File: src/rtl/ps2_host_tx.sv
// PS/2 host-to-device command transmitter.
// Runs the host side of a write: it inhibits the clock, issues a request-to-send,
// shifts out a framed byte (data, odd parity, stop) on device clock falling
// edges, and checks the device acknowledge. It reports done, or an error
// with a code. Both pad lines are open-drain: an *_oe of 1 pulls the line low.
module ps2_host_tx #(
  parameter int unsigned INHIBIT_CYCLES   = 10000,
  parameter int unsigned RTS_CYCLES       = 200,
  parameter int unsigned RESPONSE_TIMEOUT = 1500000,
  parameter int unsigned PACKET_TIMEOUT   = 200000,
  parameter int unsigned FILTER_LEN       = 8
) (
  input  logic       clk,
  input  logic       reset,
  input  logic [7:0] tx_data,
  input  logic       tx_start,
  input  logic       ps2_clk_in,
  input  logic       ps2_data_in,
  output logic       ps2_clk_oe,
  output logic       ps2_data_oe,
  output logic       tx_busy,
  output logic       tx_done,
  output logic       tx_error,
  output logic [1:0] err_code
);

  localparam int FW = (FILTER_LEN > 1) ? $clog2(FILTER_LEN) : 1;

  typedef enum logic [2:0] {
    IDLE, INHIBIT, REQUEST, SEND, ACK_WAIT, RECOVER
  } state_t;

  state_t        state;
  logic [1:0]    clk_sync, data_sync;
  logic          clk_s, data_s;
  logic [FW-1:0] filt_cnt;
  logic          clk_filt, clk_filt_d;
  logic          fall;
  logic [31:0]   cnt;
  logic [9:0]    shreg;
  logic [3:0]    bit_cnt;
  logic          nack;

  assign clk_s  = clk_sync[1];
  assign data_s = data_sync[1];
  assign fall   = clk_filt_d & ~clk_filt;

  // Two-flop synchronizers. The idle bus is high, so reset to 1 to avoid a
  // spurious edge when the device clock is sampled for the first time.
  always_ff @(posedge clk) begin
    if (reset) begin
      clk_sync  <= 2'b11;
      data_sync <= 2'b11;
    end else begin
      clk_sync  <= {clk_sync[0], ps2_clk_in};
      data_sync <= {data_sync[0], ps2_data_in};
    end
  end

  // Clock level changes only after FILTER_LEN consecutive differing samples.
  always_ff @(posedge clk) begin
    if (reset) begin
      filt_cnt   <= '0;
      clk_filt   <= 1'b1;
      clk_filt_d <= 1'b1;
    end else begin
      clk_filt_d <= clk_filt;
      if (clk_s == clk_filt) begin
        filt_cnt <= '0;
      end else if (filt_cnt == FW'(FILTER_LEN - 1)) begin
        clk_filt <= clk_s;
        filt_cnt <= '0;
      end else begin
        filt_cnt <= filt_cnt + FW'(1);
      end
    end
  end

  // Transfer sequencer. The single counter holds the phase length during
  // inhibit/request and the active timeout during the send and ack phases.
  // While it is waiting for the device to respond, the counter starts at 1
  // on the arming edge. Expiry therefore lands exactly N cycles later.
  always_ff @(posedge clk) begin
    if (reset) begin
      state       <= IDLE;
      ps2_clk_oe  <= 1'b0;
      ps2_data_oe <= 1'b0;
      tx_busy     <= 1'b0;
      tx_done     <= 1'b0;
      tx_error    <= 1'b0;
      err_code    <= 2'b00;
      cnt         <= '0;
      shreg       <= '0;
      bit_cnt     <= '0;
      nack        <= 1'b0;
    end else begin
      tx_done  <= 1'b0;
      tx_error <= 1'b0;
      unique case (state)
        IDLE: begin
          if (tx_start) begin
            shreg       <= {1'b1, ~^tx_data, tx_data};
            cnt         <= 32'd1;
            bit_cnt     <= '0;
            nack        <= 1'b0;
            err_code    <= 2'b00;
            tx_busy     <= 1'b1;
            ps2_clk_oe  <= 1'b1;
            ps2_data_oe <= 1'b0;
            state       <= INHIBIT;
          end
        end
        INHIBIT: begin
          if (cnt == INHIBIT_CYCLES) begin
            ps2_data_oe <= 1'b1;
            cnt         <= 32'd1;
            state       <= REQUEST;
          end else begin
            cnt <= cnt + 32'd1;
          end
        end
        REQUEST: begin
          if (cnt == RTS_CYCLES) begin
            ps2_clk_oe <= 1'b0;
            cnt        <= 32'd1;
            state      <= SEND;
          end else begin
            cnt <= cnt + 32'd1;
          end
        end
        SEND, ACK_WAIT: begin
          if ((bit_cnt == 4'd0 && cnt == RESPONSE_TIMEOUT) ||
              (bit_cnt != 4'd0 && cnt == PACKET_TIMEOUT)) begin
            // Abort: free the bus immediately and skip the recovery wait.
            ps2_clk_oe  <= 1'b0;
            ps2_data_oe <= 1'b0;
            tx_error    <= 1'b1;
            err_code    <= (bit_cnt == 4'd0) ? 2'b01 : 2'b10;
            tx_busy     <= 1'b0;
            state       <= IDLE;
          end else begin
            cnt <= cnt + 32'd1;
            if (fall) begin
              if (state == SEND) begin
                ps2_data_oe <= ~shreg[0];
                shreg       <= {1'b0, shreg[9:1]};
                bit_cnt     <= bit_cnt + 4'd1;
                if (bit_cnt == 4'd0) cnt <= 32'd1;
                if (bit_cnt == 4'd9) state <= ACK_WAIT;
              end else begin
                nack  <= data_s;
                state <= RECOVER;
              end
            end
          end
        end
        RECOVER: begin
          if (clk_filt && data_s) begin
            tx_busy <= 1'b0;
            state   <= IDLE;
            if (nack) begin
              tx_error <= 1'b1;
              err_code <= 2'b11;
            end else begin
              tx_done <= 1'b1;
            end
          end
        end
        default: state <= IDLE;
      endcase
    end
  end

endmodule

File: config.mk
export PLATFORM = sky130hd
export DESIGN_NAME = ps2_host_tx
export DESIGN_NICKNAME = d
export VERILOG_FILES = /design/src/rtl/ps2_host_tx.sv
export SDC_FILE = /design/constraint.sdc
export NUM_CORES = 1
export LEC_CHECK = 0
export CAP_MARGIN = 10
export CORE_ASPECT_RATIO = 1.75
export CORE_MARGIN = 2
export CORE_UTILIZATION = 55
export DETAILED_ROUTE_END_ITERATION = 7
export GPL_ROUTABILITY_DRIVEN = 0
export GPL_TIMING_DRIVEN = 0
export PLACE_DENSITY = 0.74
export REMOVE_ABC_BUFFERS = 1
export SLEW_MARGIN = 20
export SYNTH_ARGS = -nofsm -noshare
export SYNTH_HDL_FRONTEND = slang
export SYNTH_SLANG_ARGS = --single-unit
export TNS_END_PERCENT = 100
File: constraint.sdc
create_clock -name clk -period 5 [get_ports clk]
set_clock_uncertainty 0.2 [all_clocks]
set_input_delay 1 -clock clk [delete_from_list [all_inputs] [get_ports clk]]
set_output_delay 1 -clock clk [all_outputs]
set_load 0.005 [all_outputs]
* Word-level counts from Yosys, hierarchy flattened
Cells that the tools add are included.
** Operators by class
- Bitwise gates (word level) :: 6
- Equal/unequal tests :: 25
- Add/sub/neg operators :: 3
- Reductions and logical operators :: 25
- Muxes and demuxes :: 54
** Operators with widths (number)
- $mux 32 :: 7
- $pmux 32 s4 :: 1
- $mux 10 :: 4
- $add 32x1->32 const B :: 1
- $eq 32x14->1 const B :: 1
- $eq 32x18->1 const B :: 1
- $eq 32x21->1 const B :: 1
- $eq 32x8->1 const B :: 1
- $mux 3 :: 8
- $ne 2x2->1 const B :: 10
- $pmux 10 s2 :: 1
- $reduce_and 5->1 :: 4
- $mux 1 :: 16
- $mux 4 :: 4
- $pmux 3 s5 :: 1
- $mux 2 :: 5
- $eq 3x3->1 const B :: 3
- $pmux 1 s3 :: 3
- $reduce_bool 3->1 :: 3
- $pmux 4 s2 :: 1
- $reduce_and 4->1 :: 2
- $reduce_bool 4->1 :: 2
- $reduce_xnor 8->1 :: 1
- $eq 3x2->1 const B :: 2
- other kinds (21) :: 30
** Word-level totals
- Input bits :: 13
- Bits in registers :: 66
- Output and inout bits :: 7
- Word-level logic and storage cells :: 129

* Logic depth before layout (Yosys ltp)
Gate-level depths: netlist of the first run.
- Depth in word-level cells :: 6
- Gate-level depth with buffers :: 11
- Depth with buffers taken out :: 9

* Worst setup path after synthesis of the first run
OpenSTA, ideal clock, no wires.
- Kind :: in2reg
- Start point :: input port tx_start
- End point :: register shreg[0]
- Path slack :: 2.224 ns
- Path buffers :: 2
- Stages on the path :: 6
- Library setup time :: 0.091 ns
- Required time :: 4.709 ns
- Arrival time :: 2.485 ns
- Cell sequence :: nor4b_1 -> o21a_1 -> clkbuf_1 -> buf_2 -> nor2_1 -> a311oi_1
** Between the ends
- Longest elaborated chain between the ends :: 2
** RTL lines
- start, declared :: RTL line 16 : input logic tx_start,
- $ne 2x2->1 (no source line)
- $reduce_and 5->1 (no source line)
- end signal, assigned :: RTL line 102 : shreg <= {1'b1, ~^tx_data, tx_data};
- end signal, assigned :: RTL line 146 : shreg <= {1'b0, shreg[9:1]};
- end, declared :: RTL line 40 : logic [9:0] shreg;
Every way passes these cells.
A chain may end at the register's enable or synchronous reset.

* Final worst setup path of the first run
- Start point :: input port tx_start
- End point :: register bit_cnt[2]
** Between the ends
- Longest elaborated chain between the ends :: 2
** RTL lines
- $ne 2x2->1 (no source line)
- $reduce_and 5->1 (no source line)
- end signal, assigned :: RTL line 147 : bit_cnt <= bit_cnt + 4'd1;
- end, declared :: RTL line 41 : logic [3:0] bit_cnt;
Every way passes these cells.

==> reports/results.ini, run 1 <==
[clock_network]
cts_root_buf=clkbuf_16
hold_buffers=0
ctsHtreeMaxLevel=3
post_cts_resized=0
cts_tree=built
clock-sinks=66
insertion_delay_ns=0.34
cts_buffers=9
clk_path_buf_depth=2
postCtsSetupRepairBufs=0
clk_pin_slew_ns=0.05

[timing]
fmax_mhz=302
setup_violations=0
final-hold-violation-count=0
fin_crit_sh_pct=66.3
final_max_slew_viol_count=0
min_period_ns=3.32
fin_tns_setup_ns=0
worst_slew_pin_slew_ns=0.913
grt_setup_unrepaired=no
slew_headroom_pct=38.7

[logic_synthesis]
synth_top_family_by_area=simple AND/OR/NAND/NOR gates
synth_xor_area_share_pct=7.34
yosysTopAreaCell=dfxtp_1
synth_cell_type_count=67
synth_seq_cells=66
netlist_instances=445
synth_area_leaders=dfxtp_1 (36%), nor2_1 (5.8%), xor2_1 (4.7%)
synth_area_per_cell_um2=8.32
synthMuxAreaShare_pct=0.541
netlist.area_leader.share_pct=35.7
synth_edf_count=0
synth_warnings=0
synth_compound_area_share_pct=14.5
synth_ff_type=dfxtp_1
synthSimpleGateAreaFrac_pct=33.7
synth_async_sr_flop_share_pct=0
synth-seq-area-share_pct=35.7
netlist_area_mm2=0.00370
synthAdderAreaFrac_pct=2.37

[floorplanning]
die-area_mm2=0.00743
num_rows=39
num_io_pins=20
core_area_mm2=0.00654
initial_utilization_pct=56.6
fp.dieH_um=113
die_w_um=66.0

[placement]
dpl.hpwl_mm=5.97
port_buffers=19
dp_cells=523

[setup_path]
crit_path_start_kind=primary input
crit_family=compound AO/OA/AOI/OAI gates
critPathRequiredTime_ns=5.03
crit_cells=5
crit_fanout=25
path_cells=clkdlybuf4s50_1, nor4b_2, o21a_1, a21oi_1, a31o_2
worst-path-buf-inv=1
slowest_delay_ns=0.77
end_kind=register
r2r_cells=7
critPathArrivalTime_ns=3.34
path_class=primary input to register
critPathSlowestCell=o21a_1

[detailed_routing]
antenna_left=0
top_layer=met4
wl_met2_mm=4.56
drt_iter0_markers=192
wl_met3_um=233
dr.pass1.iters=4
wl_mm=8.51
drcViolationCount=0
wl_met1_mm=3.40
avgViaCountPerCell=6.07
post_drt_wl_per_cell_um=15.8
vias=3273

[run_status]
outcome=finished, final reports clean

[final_layout]
mostFrequentLayoutCell=dfxtp_1
nets=472
final_cells=539
final_layout_size_suffix_gt1_share_pct=9.41
post-route-util_pct=63.9
syn2layout_area_growth_pct=12.9
diodes=0
layout_common_cells=dfxtp_1 (66), nor2_1 (57), nand2_1 (41), xor2_1 (20), nand3_1 (19)

[power_and_ir_drop]
ir_worst_vdd_mv=0.209
power_density_mw_per_mm2=341
p_total_w=0.00142
power_leakage_nw=1.55

[worst_hold_path]
worstHoldPathType=register to register
holdPathStages=1

[flow_run]
maxCapViolations=0

[global_route]
gr-total-overflow=0
grt_pass1_wl_mm=14.4
grt_max_degree=42
antenna_found_initial=0
grt_pass1_vias=3202
grt_use_total_pct=24.9

==> worst paths after layout <==
check / end / startpoint / slack (ns)
min reg2reg: clk_sync[1] / clk_sync[0] / 0.21
max: bit_cnt[2] / tx_start / 1.68
max reg2reg: bit_cnt[2] / state[2] / 1.74
min: clk_sync[1] / clk_sync[0] / 0.21
==> flip-flops by register name, summed over array words and instances (netlist names) <==
signal,flops
state,3
tx_done,1
tx_error,1
shreg,10
clk_filt,1
filt_cnt,3
clk_filt_d,1
ps2_clk_oe,1
ps2_data_oe,1
cnt,32
bit_cnt,4
tx_busy,1
data_sync,2
nack,1
err_code,2
clk_sync,2
==> stage by stage <==
step / setup WS (ns) / cell area [um2] / hold slack, ns
3_3_place_gp: 0.969 / 3830 / 0.191
6_report: 1.68 / 4180 / 0.206
4_1_cts: 1.68 / 4180 / 0.209
2_1_floorplan: 2.12 / 3530 / 0.189
5_1_grt: 1.45 / 4180 / 0.232
3_5_place_dp: 1.31 / 3860 / 0.196
==> cell usage after synthesis, types with 3 or more instances <==
master / n
nand4_1: 17
nor3b_1: 3
inv_1: 13
or3_1: 6
nor2_1: 57
buf_6: 4
a31oi_1: 6
o21ai_0: 11
a21oi_1: 17
and4_1: 4
clkbuf_8: 3
a221oi_1: 3
and3_2: 3
xnor2_1: 11
and2_1: 8
ha_1: 7
clkbuf_1: 13
nand2_1: 41
a311oi_1: 9
o21a_1: 3
nor3_1: 13
o211ai_1: 3
and3_1: 10
or2_2: 5
nand4b_1: 5
nand3b_1: 3
xor2_1: 20
a211oi_1: 3
a22oi_1: 3
nand2b_1: 4
o21ai_1: 3
nand3_1: 19
nor4_1: 6
dfxtp_1: 66
==> per-layer routing <==
| metal | vias to the layer above | global-route usage [%] |
|---|---|---|
| li1 | 1626 | - |
| met1 | 1563 | 25.8 |
| met2 | 62 | 45.5 |
| met3 | 22 | 4.01 |
| met4 | 0 | 14.6 |
| met5 | - | 0 |
==> where the power goes <==
group	leakage (nW)	internal (W)	switching [W]	total [W]
Sequential	0.537	0.000549	0.0000191	0.000568
Combinational	0.855	0.0000752	0.000111	0.000187
Clock	0.156	0.000448	0.000221	0.000669
Total	1.55	0.00107	0.000352	0.00142
==> logic make-up after synthesis <==
logic type / after synthesis
mux: 2
xor+xnor: 31
flops: 66
buf+inv: 39
fa+ha+maj: 7
simple gates: 224
compound gates: 76
==> cell type report <==
type	instances	area, um2
Tap cell	82	103
Fill cell	590	2360
Sequential cell	66	1320
Multi-Input combinational cell	340	2170
Clock buffer	11	243
Timing Repair Buffer	21	211
Inverter	14	52.6
Clock inverter	5	77.6
==> worst reg2reg max path: cells and delay by family (launching register included) <==
| kind | cells | cell delay [ns] |
|---|---|---|
| simple gates | 3 | 0.92 |
| compound gates | 4 | 1.29 |
| flops | 1 | 0.74 |
(Power assumes the default switching activity.)
==> run 2: changes to the inputs <==
CORE_UTILIZATION = 54   (was 55)
PLACE_DENSITY = 0.76   (was 0.74)
clock period = 2.7 ns   (was 5 ns; I/O delays follow)
==> run 2 against run 1 <==
  * Sequential share of layout area fell by 1.7 points
  * Critical path type is now register to register
  * Largest power group unchanged
  * Clock power grew 85%
  * Largest cell class unchanged
  * Power rose by 90%
  * Via count increased by 4.5%
==> reports/results.ini, run 2 (synthesis results as in run 1) <==
[run_status]
outcome=finished, final reports clean

[clock_network]
cts_root_buf=clkbuf_16
cts_buffers=9  ; unchanged
clk_pin_slew_ns=0.05  ; about the same
clk_path_buf_depth=2  ; unchanged
cts_tree=built
clock-sinks=66  ; unchanged
ctsHtreeMaxLevel=3  ; unchanged
insertion_delay_ns=0.34  ; about the same

[timing]
setup_violations=0  ; unchanged
fin_crit_sh_pct=97.7
fmax_mhz=379
final-hold-violation-count=0  ; unchanged
final_max_slew_viol_count=0  ; unchanged
min_period_ns=2.64
slew_headroom_pct=37.8  ; -0.89 points
grt_setup_unrepaired=yes
worst_slew_pin_slew_ns=0.927  ; +0.0133 ns

[detailed_routing]
drcViolationCount=0  ; unchanged
wl_mm=9.41  ; +11%
post_drt_wl_per_cell_um=17.1  ; +8.5%
dr.pass1.iters=5  ; +1
drt_iter0_markers=188  ; -2.1%
antenna_left=0  ; unchanged
vias=3419  ; +4.5%
avgViaCountPerCell=6.22  ; +2.4%

[setup_path]
critPathRequiredTime_ns=2.73  ; -2.30 ns
path_class=register to register
crit_path_start_kind=register
critPathArrivalTime_ns=2.66  ; -0.68 ns
crit_fanout=6  ; -76%
end_kind=register

[floorplanning]
die_w_um=66.6  ; +0.86%
initial_utilization_pct=56.2  ; -0.42 points
num_io_pins=20  ; unchanged
num_rows=39  ; unchanged
fp.dieH_um=114  ; +0.88%
core_area_mm2=0.00659  ; +0.75%
die-area_mm2=0.00756  ; +1.8%

[final_layout]
largest_register_ff_count=32  ; unchanged
mostFrequentLayoutCell=dfxtp_1
post-route-util_pct=68.0  ; +4.1 points
layout_common_cells=dfxtp_1 (56), nor2_1 (55), nand2_1 (41), xor2_1 (20), clkdlybuf4s50_1 (18)
fill_cells=515  ; -13%
syn2layout_area_growth_pct=21.0
nets=483  ; +2.3%
top_regs=cnt (32), shreg (10), bit_cnt (4)
final_layout_size_suffix_gt1_share_pct=18.6  ; +9.2 points
top_register=cnt
diodes=0  ; unchanged

[power_and_ir_drop]
combPwrFrac_pct=15.0  ; +1.9 points
p_sw_share_pct=26.0  ; +1.3 points
power_frac_seq_pct=39.2  ; -0.7 points
intPower_w=0.00200  ; +87%
clkPwrFrac_pct=45.9  ; -1.1 points
power.switching_w=0.000704  ; +100%
p_total_w=0.00270  ; +90%
power_leakage_nw=1.71  ; +10%
power_density_mw_per_mm2=604  ; +77%
ir_worst_vdd_mv=0.678  ; +220%

[global_route]
grt_pass1_vias=3379  ; +5.5%
antenna_found_initial=0  ; unchanged
grt_max_degree=43  ; +2.4%
gr-total-overflow=0  ; unchanged
grt_use_total_pct=26.5  ; +1.6 points
grt_pass1_wl_mm=15.4  ; +7.3%

[placement]
dpl.hpwl_mm=5.89  ; -1.4%
port_buffers=19  ; unchanged

[worst_hold_path]
worstHoldPathType=register to register

[flow_run]
maxCapViolations=0  ; unchanged

## run 2: changes by cell type in the layout (fill, tap and decap cells not counted), moves of 3 or more
cell	previous run	this run
dfxtp_2	0	8
dfxtp_1	66	56
buf_4	0	9
nand3_1	19	16
nand3_2	0	3
## run 2: worst paths after layout
| path | startpoint | end | slack, ns | cells after the start |
|---|---|---|---|---|
| max | cnt[1] | cnt[5] | 0.06 | 9 |
| min | clk_sync[0] | clk_sync[1] | 0.21 | 1 |
| max reg2reg | cnt[1] | cnt[5] | 0.06 | 9 |
| min reg2reg | clk_sync[0] | clk_sync[1] | 0.21 | 1 |
## run 2: cell type report
| type | instances | area (um2) | area share (%) |
|---|---|---|---|
| Clock buffer | 9 | 225 | 5.03 |
| Clock inverter | 7 | 93.8 | 2.09 |
| Inverter | 14 | 56.3 | 1.26 |
| Multi-Input combinational cell | 343 | 2400 | 53.5 |
| Sequential cell | 66 | 1340 | 29.9 |
| Tap cell | 82 | 103 | 2.29 |
| Timing Repair Buffer | 29 | 264 | 5.89 |
## run 2: power groups by stage
| stage | clock network [W] | logic, W | registers [W] |
|---|---|---|---|
| final | 0.00124 | 0.000405 | 0.00106 |
| after detailed placement | 0 | 0.000340 | 0.00107 |
| after CTS | 0.00126 | 0.000364 | 0.00105 |
| after global placement | 0 | 0.000326 | 0.00107 |
| after global routing | 0.00130 | 0.000445 | 0.00107 |
| after floorplan | 0 | 0.000222 | 0.00106 |
## run 2: per-stage QoR
step / hold slack [ns] / cells / setup TNS [ns] / area, um2 / setup slack (ns)
final: 0.208 / 550 / 0 / 4480 / 0.0617
after global routing: 0.218 / 550 / -0.104 / 4480 / -0.0217
after CTS: 0.210 / 545 / -0.0210 / 4290 / -0.0210
after detailed placement: 0.202 / 522 / -26.35 / 3840 / -0.912
after global placement: 0.192 / 521 / -31.48 / 3830 / -0.854
after floorplan: 0.189 / 420 / -0.0873 / 3530 / -0.0873
## run 2: what timing repair did
item                                    4_1_cts  5_1_grt
pin swaps                                     4        9
setup buffers                                 5        4
hold buffers                                  0        0
endpoints found under the hold margin         0        0
cloned                                        2        1
endpoints found under the setup margin       49       54
resized for setup                            15       36
## run 2: layer usage
layer	vias up	share of wire [%]	GRT usage, %	wire length (um)
met2	100	54	46.7	5040
met4	0	3.5	14.6	334
li1	1651	-	-	-
met5	-	0	0	0
met1	1637	38	27.6	3610
met3	31	4.6	7.10	430
## run 2: critical path, stage by stage, from the launching register on
cell and delay [ns]:
dfxtp_2 0.35, inv_2 0.09, ha_4 0.15, nor4b_4 0.24, nand2_1 0.09, or4_4 0.53, a22oi_2 0.23, and3_4 0.28
o21ai_1 0.08, a32o_1 0.27
